**src/rtl/ad1939_cfg_arbiter.sv**
```systemverilog
`timescale 1ns/1ps
// AD1939 control-port sequencer: after PLL lock + settle, writes NUM_REGS init-table entries over SPI, then hands the pins to the HPS.
// Latency: first CLATCH_N fall SETTLE_CYC+4 cycles after lock is seen; each frame is 2+50*CLK_DIV cycles.
// Backpressure: waits in WAIT_BUS while the HPS holds SS0 low; pin ownership only changes between frames.
module ad1939_cfg_arbiter #(
    parameter int         CLK_DIV    = 8,
    parameter int         NUM_REGS   = 17,
    parameter int         SETTLE_CYC = 4096,
    parameter logic [6:0] CHIP_ADDR  = 7'h04
) (
    input  logic       clk_clk,
    input  logic       reset_reset_n,
    input  logic       pll_locked,
    input  logic       start,
    output logic [4:0] rom_addr,
    input  logic [7:0] rom_data,
    input  logic       hps_sclk,
    input  logic       hps_mosi,
    input  logic       hps_ss0_n,
    output logic       hps_miso,
    output logic       codec_cclk,
    output logic       codec_cdata,
    output logic       codec_clatch_n,
    input  logic       codec_cout,
    output logic       busy,
    output logic       done,
    output logic       hps_owner
);

    localparam logic [7:0]  DIV_LAST    = 8'(CLK_DIV - 1);
    localparam logic [15:0] SETTLE_LAST = 16'(SETTLE_CYC - 1);
    localparam logic [4:0]  IDX_LAST    = 5'(NUM_REGS - 1);

    typedef enum logic [2:0] {
        S_WAIT_LOCK, S_SETTLE, S_WAIT_BUS, S_FETCH, S_LOAD, S_SHIFT, S_GAP, S_DONE
    } state_t;

    state_t      r_state;
    state_t      w_nxt;
    logic [15:0] r_settle;
    logic [7:0]  r_div;
    logic        r_phase;      // SHIFT: 0 = CCLK low half, 1 = high half; GAP: 0 = latch hold, 1 = latch high
    logic [4:0]  r_bit;        // bits still to send after the current one
    logic [22:0] r_sr;         // remaining frame bits, MSB next
    logic [4:0]  r_idx;
    logic        r_cclk;
    logic        r_cdata;
    logic        r_clatch_n;
    logic        r_busy;
    logic        r_done;
    logic        r_owner;

    logic        w_div_end;
    logic        w_lock_lost;
    logic        w_bus_free;
    logic [23:0] w_frame_word;

    assign w_div_end    = (r_div == DIV_LAST);
    assign w_lock_lost  = (r_state != S_WAIT_LOCK) && !pll_locked;
    assign w_bus_free   = !(r_owner && !hps_ss0_n);
    assign w_frame_word = {CHIP_ADDR, 1'b0, 3'b000, r_idx, rom_data};

    // State register.
    always_ff @(posedge clk_clk or negedge reset_reset_n) begin
        if (!reset_reset_n) begin
            r_state <= S_WAIT_LOCK;
        end else begin
            r_state <= w_nxt;
        end
    end

    // Next-state logic; losing lock overrides everything, including a coincident start.
    always_comb begin
        w_nxt = r_state;
        case (r_state)
            S_WAIT_LOCK: if (pll_locked) w_nxt = S_SETTLE;
            S_SETTLE:    if (r_settle == SETTLE_LAST) w_nxt = S_WAIT_BUS;
            S_WAIT_BUS:  if (w_bus_free) w_nxt = S_FETCH;
            S_FETCH:     w_nxt = S_LOAD;
            S_LOAD:      w_nxt = S_SHIFT;
            S_SHIFT:     if (w_div_end && r_phase && (r_bit == 5'd0)) w_nxt = S_GAP;
            S_GAP: begin
                if (w_div_end && r_phase) begin
                    w_nxt = (r_idx == IDX_LAST) ? S_DONE : S_FETCH;
                end
            end
            S_DONE:      if (start) w_nxt = S_WAIT_BUS;
            default:     w_nxt = S_WAIT_LOCK;
        endcase
        if (w_lock_lost) begin
            w_nxt = S_WAIT_LOCK;
        end
    end

    // Codec pin mux: HPS signals pass straight through while it owns the bus.
    always_comb begin
        if (r_owner) begin
            codec_cclk     = hps_sclk;
            codec_cdata    = hps_mosi;
            codec_clatch_n = hps_ss0_n;
            hps_miso       = codec_cout;
        end else begin
            codec_cclk     = r_cclk;
            codec_cdata    = r_cdata;
            codec_clatch_n = r_clatch_n;
            hps_miso       = 1'b0;
        end
    end

    assign rom_addr  = r_idx;
    assign busy      = r_busy;
    assign done      = r_done;
    assign hps_owner = r_owner;

    // Sequencer datapath: settle counter, frame shifter, CCLK/latch timing and bus ownership.
    always_ff @(posedge clk_clk or negedge reset_reset_n) begin
        if (!reset_reset_n) begin
            r_settle   <= '0;
            r_div      <= '0;
            r_phase    <= 1'b0;
            r_bit      <= '0;
            r_sr       <= '0;
            r_idx      <= '0;
            r_cclk     <= 1'b0;
            r_cdata    <= 1'b0;
            r_clatch_n <= 1'b1;
            r_busy     <= 1'b0;
            r_done     <= 1'b0;
            r_owner    <= 1'b0;
        end else begin
            r_busy <= (w_nxt != S_WAIT_LOCK) && (w_nxt != S_DONE);
            r_done <= (w_nxt == S_DONE);
            if (w_lock_lost) begin
                // Abandon any frame; ownership is left for WAIT_BUS to sort out.
                r_clatch_n <= 1'b1;
                r_cclk     <= 1'b0;
            end else begin
                case (r_state)
                    S_WAIT_LOCK: r_settle <= '0;
                    S_SETTLE:    r_settle <= r_settle + 16'd1;
                    S_WAIT_BUS: begin
                        if (w_bus_free) begin
                            r_owner <= 1'b0;
                            r_idx   <= '0;
                        end
                    end
                    S_LOAD: begin
                        r_sr       <= w_frame_word[22:0];
                        r_cdata    <= w_frame_word[23];
                        r_clatch_n <= 1'b0;
                        r_cclk     <= 1'b0;
                        r_div      <= '0;
                        r_phase    <= 1'b0;
                        r_bit      <= 5'd23;
                    end
                    S_SHIFT: begin
                        if (w_div_end) begin
                            r_div <= '0;
                            if (!r_phase) begin
                                r_phase <= 1'b1;
                                r_cclk  <= 1'b1;
                            end else begin
                                r_phase <= 1'b0;
                                r_cclk  <= 1'b0;
                                if (r_bit != 5'd0) begin
                                    r_bit   <= r_bit - 5'd1;
                                    r_cdata <= r_sr[22];
                                    r_sr    <= {r_sr[21:0], 1'b0};
                                end
                            end
                        end else begin
                            r_div <= r_div + 8'd1;
                        end
                    end
                    S_GAP: begin
                        if (w_div_end) begin
                            r_div <= '0;
                            if (!r_phase) begin
                                r_phase    <= 1'b1;
                                r_clatch_n <= 1'b1;
                            end else begin
                                r_phase <= 1'b0;
                                r_idx   <= r_idx + 5'd1;
                                if (r_idx == IDX_LAST) begin
                                    r_owner <= 1'b1;
                                end
                            end
                        end else begin
                            r_div <= r_div + 8'd1;
                        end
                    end
                    default: ;
                endcase
            end
        end
    end

endmodule

```
**config.mk**
```make
export PLATFORM = sky130hd
export DESIGN_NAME = ad1939_cfg_arbiter
export DESIGN_NICKNAME = d
export VERILOG_FILES = /design/src/rtl/ad1939_cfg_arbiter.sv
export SDC_FILE = /design/constraint.sdc
export NUM_CORES = 1
export LEC_CHECK = 0
export BUFFER_PORTS_ARGS = -buffer_cell sky130_fd_sc_hd__buf_2
export CORE_UTILIZATION = 30
export CTS_CLUSTER_DIAMETER = 80
export CTS_CLUSTER_SIZE = 20
export DETAILED_ROUTE_END_ITERATION = 7
export PLACE_DENSITY_LB_ADDON = 0.08
export SYNTH_ARGS = -nofsm -noshare
export SYNTH_HDL_FRONTEND = slang
export SYNTH_SLANG_ARGS = --single-unit
```
**constraint.sdc**
```tcl
create_clock -name clk_clk -period 2.12 [get_ports clk_clk]
set_input_delay 0.318 -clock clk_clk [delete_from_list [all_inputs] [get_ports clk_clk]]
set_output_delay 0.318 -clock clk_clk [all_outputs]
set_load 0.02 [all_outputs]
```
[Word-level counts from Yosys, hierarchy flattened]
Cells that the tools add are included.
W data, S select, Z words.
Word-level totals
  register bits: 67
  output and inout port bits: 12
  bits of input ports: 16
Operators by class
  add/subtract/negate cells: 4
  equality and inequality tests: 23
  bitwise gates (word level): 1
  reductions and logical operators: 27
  multiplexer cells: 46
Operator list (count)
  $mux W23: 3
  $pmux W23 S2: 1
  $pmux W16 S2: 1
  $mux W5: 6
  $mux W3: 8
  $pmux W3 S8: 1
  $pmux W5 S2: 2
  $mux W1: 17
  $add A16 B1 Y16 const B: 1
  $eq A16 B12 Y1 const B: 1
  $pmux W8 S2: 1
  $eq A3 B3 Y1 const B: 5
  $ne A2 B2 Y1 const B: 7
  $ne A3 B3 Y1 const B: 4
  $reduce_bool A3 Y1: 4
  $pmux W1 S2: 5
  $reduce_and A5 Y1: 2
  $add A8 B1 Y8 const B: 1
  $eq A8 B3 Y1 const B: 1
  $mux W8: 1
  $reduce_bool A2 Y1: 4
  $eq A3 B2 Y1 const B: 2
  $reduce_and A2 Y1: 3
  $reduce_and A3 Y1: 2
  13 further kinds: 18

[Logic depth before layout (Yosys ltp)]
Gate-level depths: netlist of run 1.
  word-level depth: 8
  mapped depth: 8
  mapped depth without buffers: 7

[Least setup slack after synthesis of run 1]
Ideal clock, no wire load.
  kind: register to register
  start: register r_bit[0]
  end: register r_bit[1]
  slack: 204 ps
  data required time: 2042 ps
  period minus slack after synthesis: 1916 ps
  arrival time: 1838 ps
  stages on the path, launching flop included: 9
  path through: dfrtp_1 inv_1 ha_1 nor4b_1 o31ai_4 nand3_2 clkbuf_1 nor2_1 a21oi_1
On the way
  longest elaborated chain between the ends: 5
  elaborated cells between the ends (all ways): 8
RTL lines
  start, declared: RTL line 43  | logic [4:0] r_bit;
  start signal, assigned: RTL line 166  | r_bit <= r_bit - 5'd1;
  $sub A5 B1 Y5: RTL line 166
  $mux W5: RTL line 165  | if (r_bit != 5'd0) begin
  $mux W5: RTL line 159  | if (!r_phase) begin
  $mux W5: RTL line 157  | if (w_div_end) begin
  $pmux W5 S2: RTL line 138  | case (r_state)
Parallel ways exist; a longest one is shown, timed or not. The select of a mux whose other input is x is not followed.
A chain may end at the register's enable or synchronous reset.

[Worst setup path in the final report of run 1]
  start: register r_div[0]
  end: register r_bit[4]
On the way
  longest elaborated chain between the ends: 3
RTL lines
  start, declared: RTL line 41  | logic [7:0] r_div;
  start signal, assigned: RTL line 172  | r_div <= r_div + 8'd1;
  start signal, assigned: RTL line 189  | r_div <= r_div + 8'd1;
  $eq A8 B3 Y1: RTL line 58  | assign w_div_end = (r_div == DIV_LAST);
  $ne A2 B2 Y1 (no source line)
  $reduce_and A5 Y1 (no source line)
No other way between the ends.

==> flow_metrics.env, run 1 <==
export IMPL_r2r_start="r_div[0]$_DFFE_PN0P_"
export IMPL_crit_buf_inv=1
export IMPL_period_share_pct=91.7
export IMPL_tightest_slew_ps=422
export IMPL_slew_headroom_pct=71.7
export IMPL_timing_max_cap_violations=0
export IMPL_ys_ff_latch=67
export IMPL_hp_class="input pin to asynchronous set/reset pin"
export IMPL_cts_clk_slew_worst_paths_ps=50
export IMPL_synth_async_reset_ratio_pct=100
export IMPL_end_kind="register"
export IMPL_dieArea_sq_um=11900
export IMPL_r2r_cells=7
export IMPL_arrival_ps=2150
export IMPL_setup_violations_final=0
export IMPL_diodes=0
export IMPL_nets=441
export IMPL_finClkSkew_ps=5.98
export IMPL_status="finished with violations"
export IMPL_grt_setup_unrepaired="false"
export IMPL_ys_warn_count=0
export IMPL_layout_commonest_cell="dfrtp_1"
export IMPL_avgViaCountPerCell=4.90
export IMPL_nFillCells=1150
export IMPL_crit_fanout=52
export IMPL_rrSetupSlack_ps=180
export IMPL_synth_yosys_seq_area_share_pct=48.6
export IMPL_cts_root_buf="clkbuf_16"
export IMPL_clk_path_buf_depth=2
export IMPL_syn_to_final_growth_pct=22.1
export IMPL_hpwl_um=5310
export IMPL_firstDrtPassIters=4
export IMPL_synth_edf_count=0
export IMPL_regToRegEndpoint="r_bit[4]$_DFFE_PN0P_"
export IMPL_grt_use_total_pct=14.3
export IMPL_path_depth=7
export IMPL_critPathTopFamily="simple AND/OR/NAND/NOR gates"
export IMPL_cts_tree="done"
export IMPL_crit_path_max_incr_delay_ps=390
export IMPL_timing_hold_violations_final=1
export IMPL_ir_worst_vdd_mv=0.406
export IMPL_grt_max_degree=68
export IMPL_cp_data_required_time_ps=2330
export IMPL_grt_ovfl_total=0
export IMPL_syn_area_per_cell_sq_um=9.22
export IMPL_core_area_sq_um=11000
export IMPL_drc=0
export IMPL_fp_dieW_um=109
export IMPL_ys_types=52
export IMPL_critPathCapture="r_bit[4]$_DFFE_PN0P_"
export IMPL_clkLatencyLatePin_ps=330
export IMPL_power_density_nw_per_um2=684
export IMPL_cp_start_kind="register"
export IMPL_final_layout_size_suffix_gt1_share_pct=18.7
export IMPL_slew_viol_final=0
export IMPL_crit_type="register to register"
export IMPL_power_leakage_nw=1.79
export IMPL_numCtsBuffers=9
export IMPL_failed_checks="hold timing"
export IMPL_wire_per_inst_um=13.7
export IMPL_grt_antenna_before_repair=0
export IMPL_postCtsSetupBuffers=0
export IMPL_rows=38
export IMPL_cpMaxStageDelayCell="o31ai_4"
export IMPL_ys_flop_type="dfrtp_1"
export IMPL_drt_iter0_drc=122
export IMPL_cp_startpoint="r_div[0]$_DFFE_PN0P_"
export IMPL_initial_core_util_pct=31.3
export IMPL_wl_um=7710
export IMPL_worstPathCellList="ha_1 -> nand4bb_1 -> o31ai_4 -> nand3_2 -> buf_12 -> o21ai_1 -> nand3_1"
export IMPL_fin_setup_tns_ps=0
export IMPL_grt_pass1_wl_um=13000
export IMPL_mostFrequentLayoutCells="dfrtp_1, nand2_1, o21ai_1"
export IMPL_portBuffers=27
export IMPL_synthesis_area_sq_um=3450
export IMPL_clock_sinks=67
export IMPL_vias=2761
export IMPL_fin_crit_ps=1940
export IMPL_io_pins=28
export IMPL_antenna_left=0
export IMPL_grt_pass1_vias=2686
export IMPL_syn_nets=396
export IMPL_die_h_um=109
export IMPL_p_total_mw=2.88
export IMPL_syn_inst=374
export IMPL_max_clock_freq_ghz=0.514
export IMPL_whs_ps=-4.49
export IMPL_place_congestion=0.760
export IMPL_htree_levels=3
registers in the layout (all words and copies together), names as in the netlist:
name	count
r_cclk	1
busy	1
r_bit	5
r_div	8
r_phase	1
r_clatch_n	1
r_cdata	1
r_state	3
r_sr	23
rom_addr	5
hps_owner	1
done	1
r_settle	16
what timing repair did:
| item | CTS | global route |
|---|---|---|
| gates resized for setup | 0 | 1 |
| endpoints found under the setup margin | 0 | 1 |
| hold buffers | 0 | 0 |
worst register-to-register path, delay by kind of cell (launching register included):
family	cells	cell delay, ps
and+or+nand+nor	3	540
AOI/OAI and AO/OA	2	530
DFF	1	370
buffers and inverters	1	200
adders and majority gates	1	180
power breakdown:
group / total [mW] / internal [mW] / switching (mW)
sequential: 1.31 / 1.29 / 0.0154
combinational: 0.134 / 0.0532 / 0.0813
clock: 1.44 / 0.899 / 0.541
logic make-up after synthesis:
kind of cell               after synthesis  share of synthesized area (%)
and+or+nand+nor                        159                           23.0
xor gates and xnor gates                11                           2.79
adders and majority gates                7                           2.47
AOI/OAI and AO/OA                       87                           15.7
muxes                                   14                           4.17
buffers and inverters                   29                           3.30
DFF                                     67                           48.6
synth_stat cells (6+ instances only):
library cell  instances  share of area [%]
a21oi_1              11                1.6
a22o_1                6                1.5
and3_1                6                1.1
clkbuf_1             15                1.6
dfrtp_1              66                 48
ha_1                  6                2.2
inv_1                12                1.3
mux2i_1              11                3.2
nand2_1              57                6.2
nand3_1              12                1.7
nand4_1               8                1.5
nor2_1               27                2.9
o21ai_0              14                2.0
o21ai_1              31                4.5
or3_1                 7                1.3
xnor2_1               7                1.8
how the worst min path moves through the flow:
| stage | startpoint | to | slack (ps) |
|---|---|---|---|
| 4_1_cts | reset_reset_n | r_sr[14]$_DFFE_PN0P_ | 20 |
| 5_1_grt | reset_reset_n | r_sr[14]$_DFFE_PN0P_ | 40 |
| 3_3_place_gp | reset_reset_n | rom_addr[3]$_DFFE_PN0P_ | 380 |
| 2_1_floorplan | reset_reset_n | busy$_DFF_PN0_ | 20 |
| 6_report | reset_reset_n | r_sr[13]$_DFFE_PN0P_ | -4 |
| 3_5_place_dp | reset_reset_n | rom_addr[3]$_DFFE_PN0P_ | 380 |
per-layer routing:
metal,up-vias,track usage (%),part of all wire (%)
met5,-,0,0
met4,0,6.00,1.7
met3,10,3.83,3.2
met2,40,21.7,43
met1,1305,19.2,52
li1,1406,-,-
per-stage QoR:
stage | instance area [sq um] | instances | util, % | setup WS, ps | hold WS, ps
2_1_floorplan | 3450 | 374 | - | 204 | 22.4
3_3_place_gp | 3920 | 548 | 35.5 | 97.0 | 381
3_5_place_dp | 3920 | 548 | 35.5 | 78.3 | 377
4_1_cts | 4210 | 563 | 38.1 | 79.4 | 17.0
5_1_grt | 4210 | 563 | 38.2 | 20.1 | 38.2
6_report | 4210 | 563 | 38.2 | 176 | -4.49
final cells by class:
type	instances	area (sq um)	area share, %
clock buffers	10	229	5.44
flip-flops and latches	67	1680	39.8
multi-input cells	278	1660	39.5
well taps	140	175	4.16
clock inverters	5	55.1	1.31
repair buffers	51	365	8.67
inverters	12	45.0	1.07
No activity file was read; power rests on OpenSTA's default activity.
==> run 2, diff against run 1 <==
--- a/config.mk
+++ b/config.mk
@@ -5,6 +5,7 @@
 export SDC_FILE = /design/constraint.sdc
 export NUM_CORES = 1
 export LEC_CHECK = 0
+export ABC_AREA = 1
 export BUFFER_PORTS_ARGS = -buffer_cell sky130_fd_sc_hd__buf_2
 export CORE_UTILIZATION = 30
 export CTS_CLUSTER_DIAMETER = 80
==> run 2 against run 1 <==
  * The flow finishes with violations (DRC)
  * Sequential power is 15% higher
  * Critical path depth rose by 2
  * Critical path type unchanged
  * Synthesized area grew 4.8%
  * Largest power group unchanged
  * Highest routed layer unchanged
  * Clock skew decreased by 0.79 ps
  * Sequential share of layout area shrank 0.29 points
==> flow_metrics.env, run 2 <==
export IMPL_status="finished with violations"
export IMPL_failed_checks="DRC"
export IMPL_crit_path_max_incr_delay_ps=460
export IMPL_r2r_start="r_state[0]$_DFF_PN0_"
export IMPL_synth_largest_area_cell="dfrtp_1"
export IMPL_arrival_ps=2130
export IMPL_finClkSkew_ps=5.19
export IMPL_grt_pass1_wl_um=14200
export IMPL_drc=5
export IMPL_tightest_slew_ps=527
export IMPL_syn_to_final_growth_pct=17.4
export IMPL_layout_commonest_cell="nand2_1"
export IMPL_ir_worst_vdd_mv=0.528
export IMPL_place_ws_ps=264
export IMPL_postCtsSetupBuffers=0
export IMPL_synthXorXnorAreaFrac_pct=2.67
export IMPL_slew_viol_final=0
export IMPL_max_flop_register="r_sr"
export IMPL_syn_nets=464
export IMPL_crit_buf_inv=3
export IMPL_firstDrtPassIters=6
export IMPL_grt_ovfl_total=0
export IMPL_rows=39
export IMPL_dieArea_sq_um=12500
export IMPL_yosys_top_cells_area="dfrtp_1, nand2_1, nor2_1, inv_1, nand3_1"
export IMPL_ys_ff_latch=67
export IMPL_cts_clk_slew_worst_paths_ps=60
export IMPL_end_kind="register"
export IMPL_clock_sinks=67
export IMPL_synthAdderAreaFrac_pct=2.08
export IMPL_timing_hold_violations_final=0
export IMPL_place_congestion=0.791
export IMPL_yosysMostFrequentCell="nand2_1"
export IMPL_synth_compound_gate_area_share_pct=11.0
export IMPL_syn_area_per_cell_sq_um=8.18
export IMPL_core_area_sq_um=11600
export IMPL_mostFrequentLayoutCells="nand2_1, dfrtp_1, nor2_1"
export IMPL_avgViaCountPerCell=4.77
export IMPL_grt_pass1_vias=2926
export IMPL_syn_inst=442
export IMPL_vias=2970
export IMPL_hpwl_um=5910
export IMPL_drt_iter0_drc=223
export IMPL_synth_edf_count=0
export IMPL_cp_start_kind="register"
export IMPL_nets=497
export IMPL_grt_max_degree=68
export IMPL_fin_crit_ps=1880
export IMPL_cts_root_buf="clkbuf_16"
export IMPL_layoutNonFillerInstCount=623
export IMPL_period_share_pct=88.6
export IMPL_cp_data_required_time_ps=2370
export IMPL_critPathTopFamily="buffers and inverters"
export IMPL_yosys_top_cells_count="nand2_1, dfrtp_1, nor2_1"
export IMPL_numCtsBuffers=9
export IMPL_wl_um=8290
export IMPL_io_pins=28
export IMPL_diodes=0
export IMPL_portBuffers=27
export IMPL_crit_fanout=29
export IMPL_clk_path_buf_depth=2
export IMPL_synth_yosys_seq_area_share_pct=46.4
export IMPL_postPlaceCellArea_sq_um=3900
export IMPL_setup_violations_final=0
export IMPL_fin_setup_tns_ps=0
export IMPL_final_layout_size_suffix_gt1_share_pct=18.1
export IMPL_cp_startpoint="r_state[0]$_DFF_PN0_"
export IMPL_postCtsHoldBufs=0
export IMPL_clkLatencyLatePin_ps=330
export IMPL_wire_per_inst_um=13.3
export IMPL_antenna_left=0
export IMPL_synthesis_area_sq_um=3610
export IMPL_slew_headroom_pct=64.8
export IMPL_crit_type="register to register"
export IMPL_setup_ws_ps=241
export IMPL_synthSimpleGateAreaFrac_pct=30.2
export IMPL_ys_flop_type="dfrtp_1"
export IMPL_initial_core_util_pct=31.2
export IMPL_cts_tree="done"
export IMPL_power_leakage_nw=2.05
export IMPL_finalInstanceArea_sq_um=4240
export IMPL_ys_types=39
export IMPL_hp_class="input pin to asynchronous set/reset pin"
export IMPL_cpMaxStageDelayCell="dfrtp_1"
export IMPL_dpl_cell_count=607
export IMPL_synth_top_cell_area_share_pct=45.7
export IMPL_grt_use_total_pct=14.6
export IMPL_fp_dieW_um=112
export IMPL_die_h_um=112
export IMPL_htree_levels=3
export IMPL_timing_max_cap_violations=0
export IMPL_cts_resized_gates=0
export IMPL_power_density_nw_per_um2=861
export IMPL_worstPathCellList="inv_4 -> nand3_2 -> nand2_2 -> nand3_2 -> inv_2 -> nand2_4 -> inv_2 -> o21ai_0 -> o21ai_0"
export IMPL_muxShareOfSynthArea_pct=0
export IMPL_top_regs="r_sr: 23 flops, r_settle: 16 flops, r_div: 8 flops"
export IMPL_synth_async_reset_ratio_pct=100
export IMPL_max_clock_freq_ghz=0.532
export IMPL_grt_antenna_before_repair=0
export IMPL_synth_top_family_by_area="simple AND/OR/NAND/NOR gates"
export IMPL_largest_reg_flops=23
export IMPL_ys_warn_count=0
export IMPL_grt_setup_unrepaired="false"
run 2: cell types whose count changed after synthesis, sizes merged, moves of 18 or more:
cell and change:
nand2 +67, o21ai -18, nand3 +23, inv +37
nor2 +27
run 2: cell families after synthesis:
kind of cell,count (synthesis)
AOI/OAI and AO/OA,66
buffers and inverters,60
and+or+nand+nor,232
DFF,67
xor gates and xnor gates,11
adders and majority gates,6
run 2: metal layers:
metal / GRT usage, % / share of wire [%] / up-vias
met4: 6.22 / 2.1 / 0
met2: 23.2 / 45 / 60
met5: 0 / 0 / -
met1: 18.7 / 48 / 1388
met3: 3.70 / 4.5 / 14
li1: - / - / 1508
run 2: final cells by class:
cell class              instances  area (sq um)
fillers                      1179          7320
flip-flops and latches         67          1680
multi-input cells             315          1660
clock buffers                  11           243
repair buffers                 33           193
inverters                      49           189
well taps                     143           179
clock inverters                 5           100
run 2: where the power goes:
| group | internal (mW) | total, mW | switching, mW |
|---|---|---|---|
| clock network | 1.18 | 1.72 | 0.542 |
| logic | 0.151 | 0.424 | 0.273 |
| registers | 1.42 | 1.51 | 0.0864 |
| total | 2.75 | 3.65 | 0.901 |
run 2: final timing paths:
kind	to	slack, ps	cells after the start
min in group clk_clk	r_sr[6]$_DFFE_PN0P_	250	3
setup / recovery	r_bit[2]$_DFFE_PN0P_	240	9
setup reg to reg	r_bit[2]$_DFFE_PN0P_	240	9
hold / removal	r_sr[22]$_DFFE_PN0P_	10	2
hold reg to reg	r_sr[15]$_DFFE_PN0P_	470	2
max in group asynchronous	r_clatch_n$_DFFE_PN1P_	1790	2
run 2: metrics by stage:
stage	total power [mW]	hold slack, ps	utilization [%]
4_1_cts	3.71	23.3	36.7
5_1_grt	3.84	56.3	36.7
3_5_place_dp	1.96	383	33.7
3_3_place_gp	1.96	379	33.7
2_1_floorplan	1.83	22.4	-
6_report	3.65	14.0	36.7
==> run 3, diff against run 2 <==
==> config.mk (replaced) <==
export PLATFORM = sky130hd
export DESIGN_NAME = ad1939_cfg_arbiter
export DESIGN_NICKNAME = d
export VERILOG_FILES = /design/src/rtl/ad1939_cfg_arbiter.sv
export SDC_FILE = /design/constraint.sdc
export NUM_CORES = 1
export LEC_CHECK = 0
export CORE_UTILIZATION = 30
export CTS_CLUSTER_DIAMETER = 80
export CTS_CLUSTER_SIZE = 20
export DETAILED_ROUTE_END_ITERATION = 7
export DONT_BUFFER_PORTS = 1
export PLACE_DENSITY = 0.46
export SYNTH_ARGS = -nofsm -noshare
export SYNTH_HDL_FRONTEND = slang
export SYNTH_SLANG_ARGS = --single-unit
==> run 3 against run 2 <==
  * The run now ends clean
  * Clock skew up 1.2 ps
  * Clock power hardly changed
  * Sequential cell count unchanged
  * Global-route usage rose by 0.25 points
  * Final cell count decreased by 14%
  * Utilization grew 0.54 points
  * Die area shrank 4.5%
  * Sequential power fell by 13%
  * Critical path depth down 3
  * Setup slack got worse by 82 ps
  * First-iteration DRC count down 35%
==> flow_metrics.env, run 3 (synthesis gave the netlist of run 1 again) <==
export IMPL_wire_per_inst_um=14.8
export IMPL_rows=38
export IMPL_postCtsSetupBuffers=0
export IMPL_intPower_mw=2.48
export IMPL_die_h_um=109
export IMPL_drc=0
export IMPL_fin_crit_ps=1960
export IMPL_vias=2656
export IMPL_drt_iter0_drc=145
export IMPL_worstPathCellList="or4b_4 -> o31ai_4 -> nand3_2 -> buf_4 -> nand2_1 -> o21ai_1"
export IMPL_p_seq_share_pct=41.5
export IMPL_fp_dieW_um=109
export IMPL_cp_data_required_time_ps=2330
export IMPL_dieArea_sq_um=11900
export IMPL_grt_ovfl_total=0
export IMPL_layout_commonest_cell="dfrtp_1"
export IMPL_setup_violations_final=0
export IMPL_clkLatencyLatePin_ps=340
export IMPL_wl_um=7900
export IMPL_period_share_pct=92.5
export IMPL_grt_pass1_wl_um=13500
export IMPL_power_density_nw_per_um2=766
export IMPL_core_area_sq_um=11000
export IMPL_grt_max_degree=68
export IMPL_grt_use_total_pct=14.8
export IMPL_swShare_pct=21.2
export IMPL_antenna_left=0
export IMPL_nFillCells=1125
export IMPL_fin_setup_tns_ps=0
export IMPL_htree_levels=3
export IMPL_max_flop_register="r_sr"
export IMPL_layoutNonFillerInstCount=533
export IMPL_max_clock_freq_ghz=0.510
export IMPL_timing_hold_violations_final=0
export IMPL_status="complete, no violations"
export IMPL_mostFrequentLayoutCells="dfrtp_1, nand2_1, o21ai_1"
export IMPL_largest_reg_flops=23
export IMPL_switchingPower_uw=667
export IMPL_cts_clk_slew_worst_paths_ps=60
export IMPL_end_kind="register"
export IMPL_numCtsBuffers=9
export IMPL_nets=410
export IMPL_final_util_pct=37.2
export IMPL_cpMaxStageDelayCell="or4b_4"
export IMPL_crit_type="register to register"
export IMPL_portBuffers=0
export IMPL_dpl_cell_count=515
export IMPL_slew_viol_final=0
export IMPL_syn_to_final_growth_pct=19.0
export IMPL_crit_buf_inv=1
export IMPL_grt_pass1_vias=2642
export IMPL_grt_setup_unrepaired="false"
export IMPL_crit_fanout=30
export IMPL_diodes=0
export IMPL_finClkSkew_ps=6.36
export IMPL_top_regs="r_sr: 23 flops, r_settle: 16 flops, r_div: 8 flops"
export IMPL_grt_antenna_before_repair=0
export IMPL_hpwl_um=5270
export IMPL_cts_tree="done"
export IMPL_combPwrFrac_pct=3.7
export IMPL_ir_worst_vdd_mv=0.658
export IMPL_firstDrtPassIters=4
export IMPL_critPathTopFamily="simple AND/OR/NAND/NOR gates"
export IMPL_slew_headroom_pct=62.5
export IMPL_crit_path_max_incr_delay_ps=580
export IMPL_cp_start_kind="register"
export IMPL_io_pins=28
export IMPL_place_congestion=0.749
export IMPL_cts_root_buf="clkbuf_16"
export IMPL_avgViaCountPerCell=4.98
export IMPL_clock_sinks=67
export IMPL_hp_class="input pin to register"
export IMPL_final_layout_size_suffix_gt1_share_pct=12.7
export IMPL_rrSetupSlack_ps=160
export IMPL_initial_core_util_pct=31.3
export IMPL_p_total_mw=3.15
export IMPL_tightest_slew_ps=558
export IMPL_arrival_ps=2170
export IMPL_power_frac_clock_pct=54.8
export IMPL_clk_path_buf_depth=2
export IMPL_power_leakage_nw=1.68
export IMPL_timing_max_cap_violations=0
[run 3: cell types whose count changed in the layout (fill, tap and decap cells not counted), moves of 6 or more]
cell,previous run,this run
o21ai_0,24,14
mux2i_1,0,11
inv_2,7,0
o21ai_1,1,31
nor2_1,45,27
buf_4,5,16
or3_1,0,7
inv_1,40,12
nand3_1,30,12
a22o_1,0,6
buf_2,27,0
a31oi_1,15,4
nand2_1,117,57
[run 3: metal layers]
| metal | routed length, um | GRT usage (%) |
|---|---|---|
| met5 | 0 | 0 |
| met4 | 118 | 5.71 |
| met3 | 387 | 5.14 |
| met2 | 3330 | 21.4 |
| met1 | 4070 | 20.1 |
[run 3: path summary, 6_finish.rpt]
kind	startpoint	end	cells after the start
worst max-delay path	r_div[4]$_DFFE_PN0P_	r_sr[14]$_DFFE_PN0P_	6
worst min-delay path	pll_locked	r_state[0]$_DFF_PN0_	1
worst max register to register	r_div[4]$_DFFE_PN0P_	r_sr[14]$_DFFE_PN0P_	6
worst min register to register	r_sr[21]$_DFFE_PN0P_	r_sr[21]$_DFFE_PN0P_	2
max in group asynchronous	reset_reset_n	r_clatch_n$_DFFE_PN1P_	2
min in group asynchronous	reset_reset_n	rom_addr[1]$_DFFE_PN0P_	2
[run 3: metrics by stage]
| step | setup slack, ps | instance area (sq um) | hold WS, ps |
|---|---|---|---|
| 3_5_place_dp | 78.6 | 3720 | 25.6 |
| 6_report | 159 | 4110 | 119 |
| 2_1_floorplan | 204 | 3450 | 22.4 |
| 3_3_place_gp | 57.7 | 3720 | 25.3 |
| 4_1_cts | 66.3 | 4100 | 103 |
| 5_1_grt | 48.2 | 4110 | 113 |
[run 3: repair_timing]
item / in CTS / in global routing
resized for setup: 0 / 2
hold endpoints to repair: 67 / 0
endpoints found under the setup margin: 0 / 19
hold buffers: 2 / 0
[run 3: cell type report]
class | instances | area, sq um | area share [%]
multi-input combinational | 278 | 1670 | 40.6
timing repair buffer | 20 | 198 | 4.81
clock buffer | 9 | 225 | 5.48
tap | 140 | 175 | 4.27
inverter | 12 | 45.0 | 1.10
sequential | 67 | 1680 | 40.9
clock inverter | 7 | 116 | 2.83
[run 3: power groups by stage]
stage               clock (mW)  combinational [mW]  sequential [mW]
finish                    1.72               0.115             1.31
global route              1.82               0.131             1.31
CTS                       1.77               0.118             1.31
detailed placement           0              0.0822             1.33
global placement             0              0.0822             1.33
floorplan                    0              0.0683             1.33
